===== src/rtl/keypad_scanner_if.sv =====
// rtl/keypad_scanner_if.sv - key code valid/ready hand-off between scanner and input decoder
interface keypad_scanner_if #(
    parameter int CODE_W = 4
) ();
    logic [CODE_W-1:0] key_code;
    logic              key_valid;
    logic              key_ready;

    modport master (
        output key_code,
        output key_valid,
        input  key_ready
    );

    modport slave (
        input  key_code,
        input  key_valid,
        output key_ready
    );
endinterface


===== src/rtl/keypad_scanner.sv =====
// rtl/keypad_scanner.sv - matrix keypad row scan, debounce and key-code hand-off (optional KEYPAD_AUTOREPEAT_EN)
module keypad_scanner #(
    parameter int ROWS          = 4,
    parameter int COLS          = 4,
    parameter int SCAN_DIV      = 16,
    parameter int DEBOUNCE_CNT  = 1000,
    parameter int REPEAT_DELAY  = 500000,
    parameter int REPEAT_PERIOD = 100000
) (
    input  logic              clk,
    input  logic              rst,
    output logic [ROWS-1:0]   row_drive,
    input  logic [COLS-1:0]   col_in,
    keypad_scanner_if.master  key_if,
    output logic              key_held,
    output logic              overrun
);
    localparam int CODE_W  = (ROWS * COLS > 2) ? $clog2(ROWS * COLS) : 1;
    localparam int ROW_W   = $clog2(ROWS);
    localparam int COL_W   = $clog2(COLS);
    localparam int DWELL_W = $clog2(SCAN_DIV);
    localparam int CNT_W   = $clog2(DEBOUNCE_CNT);

    localparam logic [ROW_W-1:0]   ROW_LAST   = ROW_W'(ROWS - 1);
    localparam logic [DWELL_W-1:0] DWELL_LAST = DWELL_W'(SCAN_DIV - 1);
    localparam logic [CNT_W-1:0]   CNT_LAST   = CNT_W'(DEBOUNCE_CNT - 1);

    // Reject parameter sets the counters and index widths are not sized for.
    if (ROWS < 2 || ROWS > 8 || COLS < 2 || COLS > 8 || SCAN_DIV < 4 ||
        DEBOUNCE_CNT < 2 || REPEAT_DELAY < 1 || REPEAT_PERIOD < 1) begin : g_bad_params
        $error("keypad_scanner: illegal parameter value");
    end

    typedef enum logic [1:0] {
        SCAN     = 2'd0,
        DEBOUNCE = 2'd1,
        HELD     = 2'd2
    } state_t;

    state_t             state_q, state_d;
    logic [ROW_W-1:0]   row_q, row_d, row_next;
    logic [COL_W-1:0]   col_q, col_d, press_col;
    logic [DWELL_W-1:0] dwell_q, dwell_d;
    logic [CNT_W-1:0]   cnt_q, cnt_d;
    logic [COLS-1:0]    col_m, col_s;
    logic               press_any;
    logic               emit;
    logic [CODE_W-1:0]  code_q, new_code;
    logic               valid_q;

`ifdef KEYPAD_AUTOREPEAT_EN
    localparam int REP_MAX = (REPEAT_DELAY > REPEAT_PERIOD) ? REPEAT_DELAY : REPEAT_PERIOD;
    localparam int REP_W   = $clog2(REP_MAX + 1);
    localparam logic [REP_W-1:0] REP_DELAY_LAST  = REP_W'(REPEAT_DELAY - 1);
    localparam logic [REP_W-1:0] REP_PERIOD_LAST = REP_W'(REPEAT_PERIOD - 1);

    logic [REP_W-1:0] rep_q, rep_d;
    logic             rep_phase_q, rep_phase_d;
`endif

    // Two-flop synchroniser for the asynchronous column pins; idle is all-released.
    always_ff @(posedge clk or posedge rst) begin
        if (rst) begin
            col_m <= '1;
            col_s <= '1;
        end else begin
            col_m <= col_in;
            col_s <= col_m;
        end
    end

    // Lowest pressed column wins when several are low together.
    always_comb begin
        press_any = 1'b0;
        press_col = '0;
        for (int c = COLS - 1; c >= 0; c--) begin
            if (!col_s[c]) begin
                press_any = 1'b1;
                press_col = COL_W'(c);
            end
        end
    end

    assign row_next = (row_q == ROW_LAST) ? '0 : row_q + 1'b1;
    assign new_code = CODE_W'(row_q) * CODE_W'(COLS) + CODE_W'(col_q);

    // Active-low row enable: only the current row is pulled low outside reset.
    always_comb begin
        row_drive = '1;
        if (!rst) begin
            row_drive[row_q] = 1'b0;
        end
    end

    // FSM state and scan/debounce counters.
    always_ff @(posedge clk or posedge rst) begin
        if (rst) begin
            state_q     <= SCAN;
            row_q       <= '0;
            col_q       <= '0;
            dwell_q     <= '0;
            cnt_q       <= '0;
`ifdef KEYPAD_AUTOREPEAT_EN
            rep_q       <= '0;
            rep_phase_q <= 1'b0;
`endif
        end else begin
            state_q     <= state_d;
            row_q       <= row_d;
            col_q       <= col_d;
            dwell_q     <= dwell_d;
            cnt_q       <= cnt_d;
`ifdef KEYPAD_AUTOREPEAT_EN
            rep_q       <= rep_d;
            rep_phase_q <= rep_phase_d;
`endif
        end
    end

    // Next-state logic: scan rows, debounce the latched column, wait for a clean release.
    always_comb begin
        state_d = state_q;
        row_d   = row_q;
        col_d   = col_q;
        dwell_d = dwell_q;
        cnt_d   = cnt_q;
        emit    = 1'b0;
`ifdef KEYPAD_AUTOREPEAT_EN
        rep_d       = rep_q;
        rep_phase_d = rep_phase_q;
`endif
        case (state_q)
            SCAN: begin
                if (dwell_q == DWELL_LAST) begin
                    dwell_d = '0;
                    if (press_any) begin
                        col_d   = press_col;
                        cnt_d   = '0;
                        state_d = DEBOUNCE;
                    end else begin
                        row_d = row_next;
                    end
                end else begin
                    dwell_d = dwell_q + 1'b1;
                end
            end
            DEBOUNCE: begin
                if (col_s[col_q]) begin
                    // Bounced open before it settled: abandon silently.
                    state_d = SCAN;
                    row_d   = row_next;
                    dwell_d = '0;
                    cnt_d   = '0;
                end else if (cnt_q == CNT_LAST) begin
                    emit    = 1'b1;
                    cnt_d   = '0;
                    state_d = HELD;
`ifdef KEYPAD_AUTOREPEAT_EN
                    rep_d       = '0;
                    rep_phase_d = 1'b0;
`endif
                end else begin
                    cnt_d = cnt_q + 1'b1;
                end
            end
            HELD: begin
                if (col_s[col_q]) begin
`ifdef KEYPAD_AUTOREPEAT_EN
                    rep_d       = '0;
                    rep_phase_d = 1'b0;
`endif
                    if (cnt_q == CNT_LAST) begin
                        state_d = SCAN;
                        row_d   = row_next;
                        dwell_d = '0;
                        cnt_d   = '0;
                    end else begin
                        cnt_d = cnt_q + 1'b1;
                    end
                end else begin
                    cnt_d = '0;
`ifdef KEYPAD_AUTOREPEAT_EN
                    // First repeat after the long delay, then at the shorter period.
                    if ((!rep_phase_q && rep_q == REP_DELAY_LAST) ||
                        (rep_phase_q && rep_q == REP_PERIOD_LAST)) begin
                        emit        = 1'b1;
                        rep_d       = '0;
                        rep_phase_d = 1'b1;
                    end else begin
                        rep_d = rep_q + 1'b1;
                    end
`endif
                end
            end
            default: begin
                state_d = SCAN;
            end
        endcase
    end

    // Output holding register: load on emit when free (or freed this cycle), else flag an overrun.
    always_ff @(posedge clk or posedge rst) begin
        if (rst) begin
            code_q  <= '0;
            valid_q <= 1'b0;
            overrun <= 1'b0;
        end else begin
            overrun <= 1'b0;
            if (emit) begin
                if (!valid_q || key_if.key_ready) begin
                    code_q  <= new_code;
                    valid_q <= 1'b1;
                end else begin
                    overrun <= 1'b1;
                end
            end else if (valid_q && key_if.key_ready) begin
                valid_q <= 1'b0;
            end
        end
    end

    assign key_if.key_code  = code_q;
    assign key_if.key_valid = valid_q;
    assign key_held         = (state_q == HELD);
endmodule


===== src/flat_wrapper.sv =====
// flat-port wrapper written by rule: the top's interface ports become plain ports
module keypad_scanner_flat 
#(
    parameter int ROWS          = 4,
    parameter int COLS          = 4,
    parameter int SCAN_DIV      = 16,
    parameter int DEBOUNCE_CNT  = 1000,
    parameter int REPEAT_DELAY  = 500000,
    parameter int REPEAT_PERIOD = 100000
)
  (clk, rst, row_drive, col_in, key_held, overrun, key_if_key_code, key_if_key_valid, key_if_key_ready);
  keypad_scanner_if #(.CODE_W(4)) key_if_i ();
  input  logic clk;
  input  logic rst;
  output logic [ROWS-1:0] row_drive;
  input  logic [COLS-1:0] col_in;
  output logic key_held;
  output logic overrun;
  output wire logic [$bits(key_if_i.key_code)-1:0] key_if_key_code;
  output wire logic [$bits(key_if_i.key_valid)-1:0] key_if_key_valid;
  input wire logic [$bits(key_if_i.key_ready)-1:0] key_if_key_ready;
  assign key_if_key_code = key_if_i.key_code;
  assign key_if_key_valid = key_if_i.key_valid;
  assign key_if_i.key_ready = key_if_key_ready;
  keypad_scanner #(.ROWS(ROWS), .COLS(COLS), .SCAN_DIV(SCAN_DIV), .DEBOUNCE_CNT(DEBOUNCE_CNT), .REPEAT_DELAY(REPEAT_DELAY), .REPEAT_PERIOD(REPEAT_PERIOD)) u_core (.clk(clk), .rst(rst), .row_drive(row_drive), .col_in(col_in), .key_if(key_if_i), .key_held(key_held), .overrun(overrun));
endmodule

===== config.mk =====
export PLATFORM = sky130hd
export DESIGN_NAME = keypad_scanner_flat
export DESIGN_NICKNAME = d
export VERILOG_FILES = /design/src/rtl/keypad_scanner_if.sv /design/src/rtl/keypad_scanner.sv /design/src/flat_wrapper.sv
export SDC_FILE = /design/constraint.sdc
export NUM_CORES = 1
export LEC_CHECK = 0
export BUFFER_PORTS_ARGS = -buffer_cell sky130_fd_sc_hd__buf_2
export CORE_MARGIN = 5
export CORE_UTILIZATION = 45
export CTS_BUF_LIST = sky130_fd_sc_hd__clkbuf_4 sky130_fd_sc_hd__clkbuf_8 sky130_fd_sc_hd__clkbuf_16
export CTS_CLUSTER_SIZE = 40
export DETAILED_ROUTE_END_ITERATION = 10
export PLACE_DENSITY = 0.69
export SKIP_LAST_GASP = 1
export SLEW_MARGIN = 20
export SYNTH_ARGS = -nofsm -noshare
export SYNTH_HDL_FRONTEND = slang
export SYNTH_SLANG_ARGS = --single-unit

===== constraint.sdc =====
create_clock -name clk -period 5.7 [get_ports clk]
set_clock_uncertainty 0.1 [all_clocks]
set_input_delay 0.57 -clock clk [delete_from_list [all_inputs] [get_ports clk]]
set_output_delay 0.57 -clock clk [all_outputs]
set_load 0.1 [all_outputs]

== Word level (Yosys, flattened, before mapping) ==
Index checks and enable logic that the tools add are counted.
Widths: inputs -> output; s select.

* Eq/ne operators: 13
* Add/subtract/negate cells: 4
* Reduce and logical (&&, ||, !) cells: 14
* Order comparisons: 3
* Multiplexer cells: 46
* Bitwise gates (word level): 1

{| class="wikitable"
|+ Operator list
! kind !! number
|-
| $mux 10 || 5
|-
| $mux 2 || 16
|-
| $pmux 10 s3 || 1
|-
| $mux 4 || 5
|-
| $mux 1 || 14
|-
| $pmux 2 s3 || 2
|-
| $pmux 4 s3 || 1
|-
| $add 10x1->10 const B || 1
|-
| $eq 10x10->1 const B || 1
|-
| $ne 2x1->1 const B || 5
|-
| $lt 2x3->1 const B || 2
|-
| $reduce_and 3->1 || 2
|-
| $reduce_and 6->1 || 1
|-
| $reduce_and 5->1 || 1
|-
| $add 4x1->4 const B || 1
|-
| $add 4x2->4 || 1
|-
| $eq 2x2->1 const B || 2
|-
| $eq 4x4->1 const B || 1
|-
| $ne 2x2->1 const B || 2
|-
| $not 4->4 || 1
|-
| $reduce_and 2->1 || 2
|-
| $reduce_and 4->1 || 1
|-
| $ne 3x1->1 const B || 1
|-
| $reduce_bool 3->1 || 1
|-
| 10 further kinds || 11
|}

* Logic and storage cells: 91
* Output and inout port bits: 11
* Flip-flop bits (word level): 34
* Bits of input ports: 7

== Logic depth before layout (Yosys ltp) ==
* Depth in word-level cells: 7
* Mapped depth: 6

== Worst setup path before layout ==
No wires, ideal clock.

* Kind: input to output
* From: input rst
* To: output row_drive[3]
* Stages on the path: 2
* Data arrival time: 2203 ps
* Required time: 5030 ps
* Setup slack: 2827 ps
* Cell sequence: inv_1 -> nand2_1

* Cells in the longest elaborated chain, start to end: 1

{| class="wikitable"
|+ RTL lines
! element !! RTL line !! text
|-
| start: declaration || flat_wrapper.sv:14 || <nowiki>input logic rst;</nowiki>
|-
| $mux 4 || keypad_scanner.sv:90 || <nowiki>if (!rst) begin</nowiki>
|-
| end: declaration || flat_wrapper.sv:15 || <nowiki>output logic [ROWS-1:0] row_drive;</nowiki>
|}

Every way passes these cells.

== Worst setup path after layout ==
* From: register u_core.dwell_q[0]
* To: register u_core.cnt_q[7]

* Cells in the longest elaborated chain, start to end: 3

{| class="wikitable"
|+ RTL lines
! element !! RTL line !! text
|-
| start: declaration || keypad_scanner.sv:43 || <nowiki>logic [DWELL_W-1:0] dwell_q, dwell_d;</nowiki>
|-
| start signal: assignment || keypad_scanner.sv:111 || <nowiki>dwell_q <= dwell_d;</nowiki>
|-
| $eq 4x4->1 || keypad_scanner.sv:134 || <nowiki>if (dwell_q == DWELL_LAST) begin</nowiki>
|-
| $ne 2x1->1 (no line) || n/a ||
|-
| $reduce_and 3->1 (no line) || n/a ||
|-
| end signal: assignment || keypad_scanner.sv:112 || <nowiki>cnt_q <= cnt_d;</nowiki>
|-
| end: declaration || keypad_scanner.sv:44 || <nowiki>logic [CNT_W-1:0] cnt_q, cnt_d;</nowiki>
|}

Every way passes these cells.
A chain may end at the register's enable or synchronous reset.

==> summary.txt <==
Placed design
  – Detail Placement HPWL: 2480 µm
  – Placed Cells incl. Taps: 227
  – # port buffers: 17
  – Final RePlAce weighted congestion: 0.807
  – Dpl ws: 3380 ps
  – DP Area: 1900 µm²

Logic synthesis
  – Avg Inst Size Synth: 10.8 µm²
  – Yosys top cell by area: dfrtp_1
  – Cell count after synthesis: 162
  – Leading cell types by count after synthesis: dfrtp_1, nand2_1, o21ai_0
  – Synthesized Nets: 179
  – Ranking of synthesized cells by area: dfrtp_1, dfstp_2, ha_1
  – Asr flop ratio synth: 100%
  – Synth Register Bits: 34
  – Top cell type's share of synthesized area: 37.1%
  – Sequential area share after synthesis: 49.1%
  – Mapped cell area: 1750 µm²
  – Top_reg_cell synth: dfrtp_1
  – Top-count cell post-synth: dfrtp_1
  – Synth cell types: 43
  – Yosys synthesis warning count: 0
  – Number of flops mapped to enable cells by yosys: 0

Timing
  – Final setup fails: 0
  – Slew @ Worst Pin: 701 ps
  – Slew Viols, Final: 0
  – Final Critical Period: 2330 ps
  – Max-slew headroom: 53.2%
  – Final Hold Vio Count: 0
  – Worst Hold Slack: 253 ps
  – RSZ-0062 raised after global routing: false
  – Setup_tns: 0 ps
  – FMAX: 430 MHz
  – Setup ws final: 3370 ps
  – Fin crit share: 40.8%

Min path
  – Min-Delay Path Class: flop to flop
  – Hold depth: 0

Floorplan
  – Die Ht: 72.4 µm
  – Die span in x: 72.4 µm
  – Die Area: 5250 µm²
  – Site Rows: 22
  – Starting Density: 47.2%
  – I/O pin total: 18
  – Core area: 3720 µm²

Worst setup path
  – Maximum net fanout on the critical path: 9
  – WP buf/inv: 0
  – Worst reg2reg path depth: 6
  – Levels on crit path: 6
  – Setup Crit Path Kind: flop to flop
  – Largest stage delay, worst path: 600 ps
  – Crit-path slowest cell: a21oi_1
  – CP required: 5780 ps
  – Crit path max-delay family: compound AO/OA/AOI/OAI gates
  – Critical Path AT: 2410 ps
  – Crit path cell chain: ha_1 -> and3_1 -> nand2_1 -> a21oi_1 -> o21ai_0 -> a22o_1
  – Critical Path Start Type: flop
  – Crit end category: flop

Clock network
  – CTS resizes: 0
  – CTS Sinks: 34
  – CTS root buffer: clkbuf_8
  – CTS tree: yes
  – Clock Latency Late Sink: 290 ps
  – TritonCTS buffer count: 5
  – CTS Hold Bufs: 0
  – Setup Fix Bufs, Post-CTS: 0
  – Clk slew on worst S/H paths: 70 ps
  – CTS max path bufs: 2
  – H-tree Lvls: 2

Drt
  – WL per Instance: 14.5 µm
  – Via density: 5.54
  – First-pass iteration count of the detailed router: 4
  – Routed Antenna Nets: 0
  – 1st-iter DRT viols: 96
  – WL final: 3400 µm
  – Residual DRC: 0
  – Via count: 1,303

Final layout
  – Final #Nets: 203
  – Layout area overhead: 14.8%
  – Fraction of layout cells with a size suffix above 1: 26.2%
  – Final core occ: 54.2%
  – # diodes: 0
  – Fin area: 2010 µm²
  – FF+latch area: 861 µm²
  – Fin cells: 235
  – Area occupied by multi-input gates: 856 µm²
  – Fill cells: 323

Pwr
  – Sw frac: 37.4%
  – Leakage: 0.939 nW
  – Register share of total power: 38.6%
  – VDD IR max: 0.153 mV
  – Clk pwr share: 25.8%
  – Switch Pwr: 0.300 mW
  – Gate power share: 35.6%
  – PD cells: 398 nW/µm²
  – Pint: 0.502 mW
  – Power Total: 0.802 mW

Global routing
  – Grt ovf: 0
  – First-pass GRT wire length: 5850 µm
  – Largest net degree at the start of global routing: 39
  – Gr usage total: 14.4%
  – Routing usage on met2: 22.8%
  – Initial antenna violation count: 0
  – Met1 Use GR: 17.0%
  – Most Used Layer, Global Route: met2
  – GR Util met3: 5.68%
  – Vias in the first global route: 1,321

Run status
  – Status: finished, final reports clean

Flow run
  – Max Cap Viol: 0
-- worst reg2reg max path: cells and delay by family (launching register included) --
kind | cells | cell delay (ps)
and+or+nand+nor | 2 | 430
AOI/OAI and AO/OA | 3 | 1080
DFF | 1 | 400
adders and majority gates | 1 | 220
-- final timing paths --
kind                                         from                        end  slack (ps)
worst max-delay path            u_core.dwell_q[0]            u_core.cnt_q[7]        3370
worst min-delay path              u_core.col_m[0]            u_core.col_s[0]         250
worst max register to register  u_core.dwell_q[0]            u_core.cnt_q[7]        3370
worst min register to register    u_core.col_m[0]            u_core.col_s[0]         250
max in group asynchronous                     rst            u_core.col_s[2]        4880
min in group asynchronous                     rst  u_core.key_if.key_code[0]         270
-- metal layers --
metal | routed length [µm] | vias up
met3 | 191 | 5
met4 | 57 | 0
li1 | - | 638
met2 | 1650 | 33
met5 | 0 | -
met1 | 1500 | 627
-- sequential cells by signal, summed over array words and instances, names as in the netlist, 2 cells and up --
register / cells
u_core.state_q: 2
u_core.dwell_q: 4
u_core.col_s: 4
u_core.col_q: 2
u_core.row_q: 2
u_core.col_m: 4
u_core.cnt_q: 10
u_core.key_if.key_code: 4
-- cell type report --
class / instances / share of cell area [%]
clock buffer: 8 / 5.47
inverter: 9 / 1.68
multi-input combinational: 118 / 42.5
sequential: 34 / 42.8
tap: 48 / 2.98
timing repair buffer: 18 / 4.60
-- cells in the final DEF, fill, tap and decap left out, types with 2 or more instances in the layout --
cell	synthesis	routed
a32o_1	3	3
o21ai_0	12	12
nand4_1	2	2
mux2_4	2	2
dfstp_2	8	8
nand3_1	8	8
nand2b_4	3	3
dfrtp_1	26	26
o22ai_1	2	2
nor3b_1	3	3
clkbuf_8	0	8
mux2_2	2	2
nand2b_1	3	3
o31ai_1	2	2
buf_2	0	17
nor3_1	2	2
inv_1	9	9
nor2_1	9	9
ha_1	10	10
nand2_1	17	17
a21o_1	4	4
a22o_1	2	2
mux2i_1	3	3
and3_1	3	3
a21oi_1	7	7
-- power by group through the flow --
stage	Clock, mW	Sequential [mW]	Combinational [mW]
finish	0.207	0.310	0.285
global route	0.225	0.314	0.311
CTS	0.212	0.309	0.289
detailed placement	0	0.314	0.287
global placement	0	0.309	0.273
floorplan	0	0.304	0.238
-- kinds of logic (layout without fill, tap and decap cells) --
family	Yosys count	after routing	synth area share (%)
simple gates	61	61	20.2
compound gates	39	39	15.5
flops	34	34	49.1
fa+ha+maj	10	10	7.13
buf+inv	10	35	2.14
mux	8	8	5.99
Note: power is estimated with default switching activity, not from simulation.
